### config.mk
export PLATFORM = sky130hd
export DESIGN_NAME = multicycle_controller_flat
export DESIGN_NICKNAME = d
export VERILOG_FILES = /design/src/rtl/multicycle_controller_if.sv /design/src/rtl/multicycle_controller.sv /design/src/flat_wrapper.sv
export SDC_FILE = /design/constraint.sdc
export NUM_CORES = 1
export LEC_CHECK = 0
export CAP_MARGIN = 20
export CORE_MARGIN = 1.5
export CORE_UTILIZATION = 48
export DETAILED_ROUTE_END_ITERATION = 6
export PLACE_DENSITY = 0.91
export SETUP_SLACK_MARGIN = 0.3
export SLEW_MARGIN = 20
export SYNTH_ARGS = -nofsm -noshare
export SYNTH_HDL_FRONTEND = slang
export SYNTH_SLANG_ARGS = --single-unit
### constraint.sdc
create_clock -name clk -period 5.3 [get_ports clk]
set_input_delay 0.795 -clock clk [delete_from_list [all_inputs] [get_ports clk]]
set_output_delay 0.795 -clock clk [all_outputs]
set_load 0.05 [all_outputs]
### src/rtl/multicycle_controller_if.sv
// Instruction/flag inputs and datapath control outputs of the multicycle ARM controller.
// MemReady is present only when CTRL_MEMWAIT_EN is defined.
interface multicycle_controller_if #(
  parameter int ALUCTRL_W = 2
);
  logic [31:12]          Instr;
  logic [3:0]            ALUFlags;
`ifdef CTRL_MEMWAIT_EN
  logic                  MemReady;
`endif
  logic                  PCWrite;
  logic                  AdrSrc;
  logic                  MemWrite;
  logic                  IRWrite;
  logic [1:0]            ResultSrc;
  logic [ALUCTRL_W-1:0]  ALUControl;
  logic                  ALUSrcA;
  logic [1:0]            ALUSrcB;
  logic [1:0]            ImmSrc;
  logic [1:0]            RegSrc;
  logic                  RegWrite;

  // controller side
  modport slave (
    input  Instr, ALUFlags,
`ifdef CTRL_MEMWAIT_EN
    input  MemReady,
`endif
    output PCWrite, AdrSrc, MemWrite, IRWrite, ResultSrc, ALUControl,
           ALUSrcA, ALUSrcB, ImmSrc, RegSrc, RegWrite
  );

  // datapath / stimulus side
  modport master (
    output Instr, ALUFlags,
`ifdef CTRL_MEMWAIT_EN
    output MemReady,
`endif
    input  PCWrite, AdrSrc, MemWrite, IRWrite, ResultSrc, ALUControl,
           ALUSrcA, ALUSrcB, ImmSrc, RegSrc, RegWrite
  );
endinterface

### src/rtl/multicycle_controller.sv
// Multicycle ARM control unit: Moore main FSM, ALU decoder and condition logic.
// Controls are registered on entry to each state; only reset and the memory
// wait handshake gate them combinationally.
// Optional: define CTRL_MEMWAIT_EN to add MemReady and stall FETCH/MEMREAD/MEMWRITE.
module multicycle_controller #(
  parameter int ALUCTRL_W = 2
) (
  input  logic                   clk,
  input  logic                   reset,
  multicycle_controller_if.slave bus
);

  typedef enum logic [3:0] {
    FETCH, DECODE, MEMADR, MEMREAD, MEMWB, MEMWRITE,
    EXECUTER, EXECUTEI, ALUWB, BRANCH
  } state_t;

  typedef struct packed {
    logic                 pcwrite;
    logic                 adrsrc;
    logic                 memwrite;
    logic                 irwrite;
    logic [1:0]           resultsrc;
    logic [ALUCTRL_W-1:0] alucontrol;
    logic                 alusrca;
    logic [1:0]           alusrcb;
    logic                 regwrite;
  } ctl_t;

  localparam logic [ALUCTRL_W-1:0] ALU_ADD = ALUCTRL_W'(0);
  localparam logic [ALUCTRL_W-1:0] ALU_SUB = ALUCTRL_W'(1);
  localparam logic [ALUCTRL_W-1:0] ALU_AND = ALUCTRL_W'(2);
  localparam logic [ALUCTRL_W-1:0] ALU_ORR = ALUCTRL_W'(3);
  localparam logic [ALUCTRL_W-1:0] ALU_EOR = ALUCTRL_W'(4);

  state_t               state, nxt;
  ctl_t                 ctl_q, ctl_n, ctl_o;
  logic [3:0]           flags;
  logic                 condexr, condexr_n, cond_ex;
  logic [ALUCTRL_W-1:0] alu_dec;
  logic                 no_write;
  logic [1:0]           flag_w;
  logic                 mem_rdy;

  logic [1:0] op;
  logic [3:0] cmd, cond;
  logic       ibit, sbit, ubit;

  assign op   = bus.Instr[27:26];
  assign ibit = bus.Instr[25];
  assign cmd  = bus.Instr[24:21];
  assign ubit = bus.Instr[23];
  assign sbit = bus.Instr[20];
  assign cond = bus.Instr[31:28];

  // register-field bits of the instruction are the datapath's business
  logic unused_instr;
  assign unused_instr = &{1'b0, bus.Instr[19:12]};

`ifdef CTRL_MEMWAIT_EN
  assign mem_rdy = bus.MemReady;
`else
  assign mem_rdy = 1'b1;
`endif

  // Per-state control word; ce is the latched condition for this instruction
  function automatic ctl_t state_ctl(state_t s, logic ce, logic ub,
                                     logic [ALUCTRL_W-1:0] ad, logic nw);
    ctl_t c;
    c = '0;
    c.alucontrol = ALU_ADD;
    case (s)
      FETCH: begin
        c.irwrite   = 1'b1;
        c.pcwrite   = 1'b1;
        c.alusrca   = 1'b1;
        c.alusrcb   = 2'b10;
        c.resultsrc = 2'b10;
      end
      // PC+4 again, so R15 reads see PC+8
      DECODE: begin
        c.alusrca   = 1'b1;
        c.alusrcb   = 2'b10;
        c.resultsrc = 2'b10;
      end
      MEMADR: begin
        c.alusrcb    = 2'b01;
        c.alucontrol = ub ? ALU_ADD : ALU_SUB;
      end
      MEMREAD:  c.adrsrc = 1'b1;
      MEMWB: begin
        c.resultsrc = 2'b01;
        c.regwrite  = ce;
      end
      MEMWRITE: begin
        c.adrsrc   = 1'b1;
        c.memwrite = ce;
      end
      EXECUTER: c.alucontrol = ad;
      EXECUTEI: begin
        c.alusrcb    = 2'b01;
        c.alucontrol = ad;
      end
      ALUWB:    c.regwrite = ce & ~nw;
      BRANCH: begin
        c.alusrcb   = 2'b01;
        c.resultsrc = 2'b10;
        c.pcwrite   = ce;
      end
      default: ;
    endcase
    return c;
  endfunction

  // ALU decoder: operation, register-write suppression and flag-write mask
  always_comb begin
    alu_dec  = ALU_ADD;
    no_write = 1'b0;
    flag_w   = 2'b00;
    case (cmd)
      4'b0100: begin alu_dec = ALU_ADD; flag_w = {sbit, sbit}; end
      4'b0010: begin alu_dec = ALU_SUB; flag_w = {sbit, sbit}; end
      4'b0000: begin alu_dec = ALU_AND; flag_w = {sbit, 1'b0}; end
      4'b1100: begin alu_dec = ALU_ORR; flag_w = {sbit, 1'b0}; end
      4'b1010: begin alu_dec = ALU_SUB; no_write = 1'b1; flag_w = 2'b11; end
      4'b0001: begin
        if (ALUCTRL_W == 3) begin
          alu_dec = ALU_EOR;
          flag_w  = {sbit, 1'b0};
        end else begin
          no_write = 1'b1;
        end
      end
      default: no_write = 1'b1;
    endcase
  end

  // ARM condition table against the registered flags
  always_comb begin
    logic n, z, c, v;
    {n, z, c, v} = flags;
    cond_ex = 1'b0;
    case (cond)
      4'b0000: cond_ex = z;
      4'b0001: cond_ex = ~z;
      4'b0010: cond_ex = c;
      4'b0011: cond_ex = ~c;
      4'b0100: cond_ex = n;
      4'b0101: cond_ex = ~n;
      4'b0110: cond_ex = v;
      4'b0111: cond_ex = ~v;
      4'b1000: cond_ex = c & ~z;
      4'b1001: cond_ex = ~c | z;
      4'b1010: cond_ex = (n == v);
      4'b1011: cond_ex = (n != v);
      4'b1100: cond_ex = ~z & (n == v);
      4'b1101: cond_ex = z | (n != v);
      4'b1110: cond_ex = 1'b1;
      default: cond_ex = 1'b0;
    endcase
  end

  // Next-state logic; memory states hold while memory is not ready
  always_comb begin
    nxt = state;
    case (state)
      FETCH:    if (mem_rdy) nxt = DECODE;
      DECODE: begin
        case (op)
          2'b01:   nxt = MEMADR;
          2'b00:   nxt = ibit ? EXECUTEI : EXECUTER;
          2'b10:   nxt = BRANCH;
          default: nxt = FETCH;
        endcase
      end
      MEMADR:   nxt = sbit ? MEMREAD : MEMWRITE;
      MEMREAD:  if (mem_rdy) nxt = MEMWB;
      MEMWB:    nxt = FETCH;
      MEMWRITE: if (mem_rdy) nxt = FETCH;
      EXECUTER, EXECUTEI: nxt = ALUWB;
      ALUWB, BRANCH:      nxt = FETCH;
      default:  nxt = FETCH;
    endcase
  end

  // CondExR as it will be after this edge, so entry controls see the new value
  assign condexr_n = (state == DECODE) ? cond_ex : condexr;
  assign ctl_n     = state_ctl(nxt, condexr_n, ubit, alu_dec, no_write);

  // Main FSM: state, latched condition, flags and registered controls
  always_ff @(posedge clk) begin
    if (reset) begin
      state   <= FETCH;
      flags   <= 4'b0000;
      condexr <= 1'b0;
      ctl_q   <= state_ctl(FETCH, 1'b0, ubit, alu_dec, no_write);
    end else begin
      state   <= nxt;
      condexr <= condexr_n;
      ctl_q   <= ctl_n;
      // flags commit only at the end of execute, after this instruction's condition
      if ((state == EXECUTER || state == EXECUTEI) && condexr) begin
        if (flag_w[1]) flags[3:2] <= bus.ALUFlags[3:2];
        if (flag_w[0]) flags[1:0] <= bus.ALUFlags[1:0];
      end
    end
  end

  // Output gating: reset forces FETCH muxes with all write enables off
  always_comb begin
    ctl_o = ctl_q;
`ifdef CTRL_MEMWAIT_EN
    if (state == FETCH && !bus.MemReady) begin
      ctl_o.irwrite = 1'b0;
      ctl_o.pcwrite = 1'b0;
    end
`endif
    if (reset) begin
      ctl_o         = state_ctl(FETCH, 1'b0, ubit, alu_dec, no_write);
      ctl_o.pcwrite = 1'b0;
      ctl_o.irwrite = 1'b0;
    end
  end

  assign bus.PCWrite    = ctl_o.pcwrite;
  assign bus.AdrSrc     = ctl_o.adrsrc;
  assign bus.MemWrite   = ctl_o.memwrite;
  assign bus.IRWrite    = ctl_o.irwrite;
  assign bus.ResultSrc  = ctl_o.resultsrc;
  assign bus.ALUControl = ctl_o.alucontrol;
  assign bus.ALUSrcA    = ctl_o.alusrca;
  assign bus.ALUSrcB    = ctl_o.alusrcb;
  assign bus.RegWrite   = ctl_o.regwrite;
  assign bus.ImmSrc     = op;
  assign bus.RegSrc     = {(op == 2'b01) & ~sbit, op == 2'b10};

endmodule

### src/flat_wrapper.sv
// flat-port wrapper written by rule: the top's interface ports become plain ports
module multicycle_controller_flat 
#(
  parameter int ALUCTRL_W = 2
)
  (clk, reset, bus_Instr, bus_ALUFlags, bus_PCWrite, bus_AdrSrc, bus_MemWrite, bus_IRWrite, bus_ResultSrc, bus_ALUControl, bus_ALUSrcA, bus_ALUSrcB, bus_ImmSrc, bus_RegSrc, bus_RegWrite);
  multicycle_controller_if #(.ALUCTRL_W(ALUCTRL_W)) bus_i ();
  input  logic clk;
  input  logic reset;
  input wire logic [$bits(bus_i.Instr)-1:0] bus_Instr;
  input wire logic [$bits(bus_i.ALUFlags)-1:0] bus_ALUFlags;
  output wire logic [$bits(bus_i.PCWrite)-1:0] bus_PCWrite;
  output wire logic [$bits(bus_i.AdrSrc)-1:0] bus_AdrSrc;
  output wire logic [$bits(bus_i.MemWrite)-1:0] bus_MemWrite;
  output wire logic [$bits(bus_i.IRWrite)-1:0] bus_IRWrite;
  output wire logic [$bits(bus_i.ResultSrc)-1:0] bus_ResultSrc;
  output wire logic [$bits(bus_i.ALUControl)-1:0] bus_ALUControl;
  output wire logic [$bits(bus_i.ALUSrcA)-1:0] bus_ALUSrcA;
  output wire logic [$bits(bus_i.ALUSrcB)-1:0] bus_ALUSrcB;
  output wire logic [$bits(bus_i.ImmSrc)-1:0] bus_ImmSrc;
  output wire logic [$bits(bus_i.RegSrc)-1:0] bus_RegSrc;
  output wire logic [$bits(bus_i.RegWrite)-1:0] bus_RegWrite;
  assign bus_i.Instr = bus_Instr;
  assign bus_i.ALUFlags = bus_ALUFlags;
  assign bus_PCWrite = bus_i.PCWrite;
  assign bus_AdrSrc = bus_i.AdrSrc;
  assign bus_MemWrite = bus_i.MemWrite;
  assign bus_IRWrite = bus_i.IRWrite;
  assign bus_ResultSrc = bus_i.ResultSrc;
  assign bus_ALUControl = bus_i.ALUControl;
  assign bus_ALUSrcA = bus_i.ALUSrcA;
  assign bus_ALUSrcB = bus_i.ALUSrcB;
  assign bus_ImmSrc = bus_i.ImmSrc;
  assign bus_RegSrc = bus_i.RegSrc;
  assign bus_RegWrite = bus_i.RegWrite;
  multicycle_controller #(.ALUCTRL_W(ALUCTRL_W)) u_core (.clk(clk), .reset(reset), .bus(bus_i));
endmodule
Yosys cells after proc, flatten, opt, wreduce, memory -nomap -nowiden --
Index checks and enable logic that the tools add are counted. Widths: inputs -> output; s select.
Storage, ports and cells: register bits 21, logic and storage cells 99
Cells by class: equal/unequal tests 36, multiplexer cells 18, bitwise logic cells 12, reductions and logical operators 20
Operators by type and width (count):
- $eq 4x3->1 const B | 11
- $eq 4x4->1 const B | 11
- $eq 4x2->1 const B | 7
- $pmux 4 s5 | 1
- $logic_not 4->1 | 4
- $reduce_or 2->1 | 8
- $pmux 1 s15 | 1
- $eq 4x1->1 const B | 3
- $mux 12 | 1
- $pmux 2 s2 | 3
- $pmux 2 s3 | 2
- $pmux 4 s3 | 1
- $mux 1 | 6
- $not 1->1 | 6
- $reduce_or 3->1 | 2
- $and 1x1->1 | 4
- $pmux 1 s2 | 2
- $reduce_and 2->1 | 2
- $reduce_or 4->1 | 1
- $mux 3 | 1
- $eq 2x1->1 const B | 1
- $eq 2x2->1 const B | 1
- $logic_not 2->1 | 1
- $or 1x1->1 | 2
- 4 further kinds | 4

Logic depth before layout (Yosys ltp) --
depth after elaboration 6, mapped depth 6, gate-level depth less buffers 5

Worst setup path after synthesis --
Ideal clock, no wire load.
path type input to output, from in bus_Instr[15], to out bus_RegSrc[1], data arrival time 1953 ps, required time 4505 ps, slack 2552 ps, stages 1, buffers on the path 0, cell sequence nor3b_1
Between the ends: longest elaborated chain between the ends 2
Ends and longest elaborated chain:
- start, declared | RTL line flat_wrapper.sv:10 | input wire logic [$bits(bus_i.Instr)-1:0] bus_Instr;
- $eq 2x1->1 | RTL line multicycle_controller.sv:235 | assign bus.RegSrc = {(op == 2'b01) & ~sbit, op == 2'b10};
- $and 1x1->1 | RTL line multicycle_controller.sv:235
- end, declared | RTL line flat_wrapper.sv:21 | output wire logic [$bits(bus_i.RegSrc)-1:0] bus_RegSrc;
No other way between the ends.

Worst setup path after layout --
from in reset, to out bus_ALUSrcA
Between the ends: longest elaborated chain between the ends 1
Ends and longest elaborated chain:
- start, declared | RTL line flat_wrapper.sv:9 | input logic reset;
- $mux 12 | RTL line multicycle_controller.sv:218 | if (reset) begin
- end, declared | RTL line flat_wrapper.sv:18 | output wire logic [$bits(bus_i.ALUSrcA)-1:0] bus_ALUSrcA;
No other way between the ends.

==> reports/metrics.cfg <==
[status]
status = finished clean

[min_path]
holdPathStages = 2
hold_path_class = register to register
holdPathEnd = u_core.flags[1]
hp-start = u_core.flags[1]

[global_routing]
grt_remaining_overflow = 0
grt_pass1_vias = 1057
grtUsageTotal_pct = 20.9
grt_pass1_wl_mm = 4.36
grt_max_degree = 29
antenna_found_initial = 0

[clocking]
cts_tree = built
clockBufferDepth = 2
post_cts_buffers = 0
htree_num_levels = 1
clk_latency_ns = 0.30
root_buffer = clkbuf_4
clk_pin_slew_ns = 0.11
cts_sinks = 21
cts_buffers = 3
holdBufCountCts = 0
cts.repair.resized = 0

[layout]
syn2layout_area_growth_pct = 28.8
final_cells = 200
nets = 199
final_cell_mix = clkdlybuf4s50_1, dfxtp_1, nor2b_1, nor2_1, nand2_1
antenna_cells = 0
fin_area_mm2 = 0.00155
drive_above_1_share_pct = 5.81
layout_commonest_cell = clkdlybuf4s50_1
fin_util_pct = 67.9
num-fill-cells = 199

[pwr]
power_density_mw_per_mm2 = 221
ir_drop_mv = 0.137
leakage_nw = 0.590

[placement]
hpwl_mm = 2.01
io_buffers = 33
dp.cells = 196
place_congestion = 0.886
dpl_cell_area_mm2 = 0.00152

[timing]
slew_headroom_pct = 37.3
finalSetupViolCount = 0
worst_pin_slew_ns = 0.938
period_needed_ns = 3.71
grt_setup_unrepaired = no
fin_crit_sh_pct = 70.0
fin_setup_tns_ns = 0
hold_violations = 0
max_clock_freq_mhz = 269
drv_slew = 0
skew_ns = 0.00544

[floorplan]
io_pins = 42
core_mm2 = 0.00228
die_w_um = 53.0
die-area_mm2 = 0.00281
std_cell_rows = 17
die_height_um = 53.0
initial_core_util_pct = 52.7

[synthesis]
syn_avg_cell_area_um2 = 8.33
synth_cells = 144
muxShareOfSynthArea_pct = 5.01
synth_simple_gate_area_share_pct = 36.3
yosysTopAreaCell = dfxtp_1
synthesis.area_mm2 = 0.00120
synth_warnings = 0
async_flop_share_pct = 0
synth_edf_count = 0
yosys.area.top_type_share_pct = 35.0
ys_ff_latch = 21
synth_top_flop_cell = dfxtp_1
synth_top_family_by_area = simple AND/OR/NAND/NOR gates
synthDistinctLibCells = 44
yosys-top-cells-area = dfxtp_1, nor2b_1, mux2i_1
synth_fa_ha_area_share_pct = 0
synthXorXnorAreaFrac_pct = 4.38
synth-compound-area-share_pct = 14.1
yosysSeqAreaShare_pct = 35.0
syn-num-nets = 170

[worst_setup_path]
worstPathArrival_ns = 2.92
cp_data_required_time_ns = 4.51
worstSetupPathType = input port to primary output
r2r_end = u_core.flags[3]
start_kind = input port
crit_path_start = reset
ff2ff_path_depth = 5
cp-end-kind = primary output
timing.rr.start = u_core.state[1]
r2r_slack_ns = 3.37
cp_max_fo = 28

[detailed_routing]
vias = 1122
firstDrtPassIters = 4
drtAntennaViolNets = 0
drc_errors = 0
drt-total-wl_mm = 2.61
post_drt_wl_per_cell_um = 13.1
drtIter0Drc = 8
vias_per_cell = 5.61

[job]
maxCapViolations = 0

[worst max path at each step]
stage | end | cells after the start
4_1_cts | bus_ALUSrcA | 3
5_1_grt | bus_ALUSrcA | 3
3_5_place_dp | bus_ALUSrcA | 3
2_1_floorplan | bus_RegSrc[1] | 1
3_3_place_gp | bus_ResultSrc[1] | 3
6_report | bus_ALUSrcA | 3
[area by class of cell]
cell class | count | area (um^2) | area share [%]
clock inverters | 1 | 5.00 | 0.324
clock buffers | 3 | 22.5 | 1.46
repair buffers | 33 | 330 | 21.4
flip-flops and latches | 21 | 420 | 27.2
inverters | 4 | 15.0 | 0.972
multi-input cells | 110 | 717 | 46.4
well taps | 28 | 35.0 | 2.27
[registers in the layout (all words and copies together), names as in the netlist]
register	flops
u_core.state	4
u_core.ctl_q	12
u_core.flags	4
u_core.condexr	1
[critical path, cell delays in order]
cell             delay, ns
clkdlybuf4s50_1       1.09
or2_2                 0.24
clkdlybuf4s50_1       0.79
[metrics by stage]
step | setup slack [ns] | total power, mW | hold slack, ns
2_1_floorplan | 2.55 | 0.236 | 0.500
3_3_place_gp | 1.59 | 0.266 | 0.526
3_5_place_dp | 1.56 | 0.268 | 0.550
4_1_cts | 1.56 | 0.345 | 0.577
5_1_grt | 1.44 | 0.359 | 0.590
6_report | 1.59 | 0.341 | 0.572
[per-layer routing]
metal	GRT usage (%)	routed length (um)
met3	3.11	105
met1	22.8	1120
met4	7.69	29
met2	40.0	1360
met5	0	0
[kinds of logic after synthesis]
group                     Yosys count
muxes                               6
xor gates and xnor gates            6
AOI/OAI and AO/OA                  24
and+or+nand+nor                    74
buffers and inverters              13
DFF                                21
[synthesized netlist by cell type (all sizes together), types with 4 or more instances]
| cell | instances |
|---|---|
| buf | 5 |
| nand2b | 4 |
| or2 | 4 |
| nand2 | 9 |
| nor2b | 14 |
| nor4bb | 4 |
| nor3b | 4 |
| clkbuf | 4 |
| inv | 4 |
| nor2 | 14 |
| mux2i | 6 |
| o21ai | 5 |
| dfxtp | 21 |
| xnor2 | 4 |
| nor3 | 4 |
| a21oi | 4 |
[where the power goes]
group / switching, mW / leakage (nW) / total [mW] / internal (mW)
clock network: 0.0485 / 0.0177 / 0.0766 / 0.0281
registers: 0.00400 / 0.171 / 0.170 / 0.166
logic: 0.0542 / 0.401 / 0.0944 / 0.0402
total: 0.107 / 0.590 / 0.341 / 0.235
Note: power is estimated with default switching activity, not from simulation.
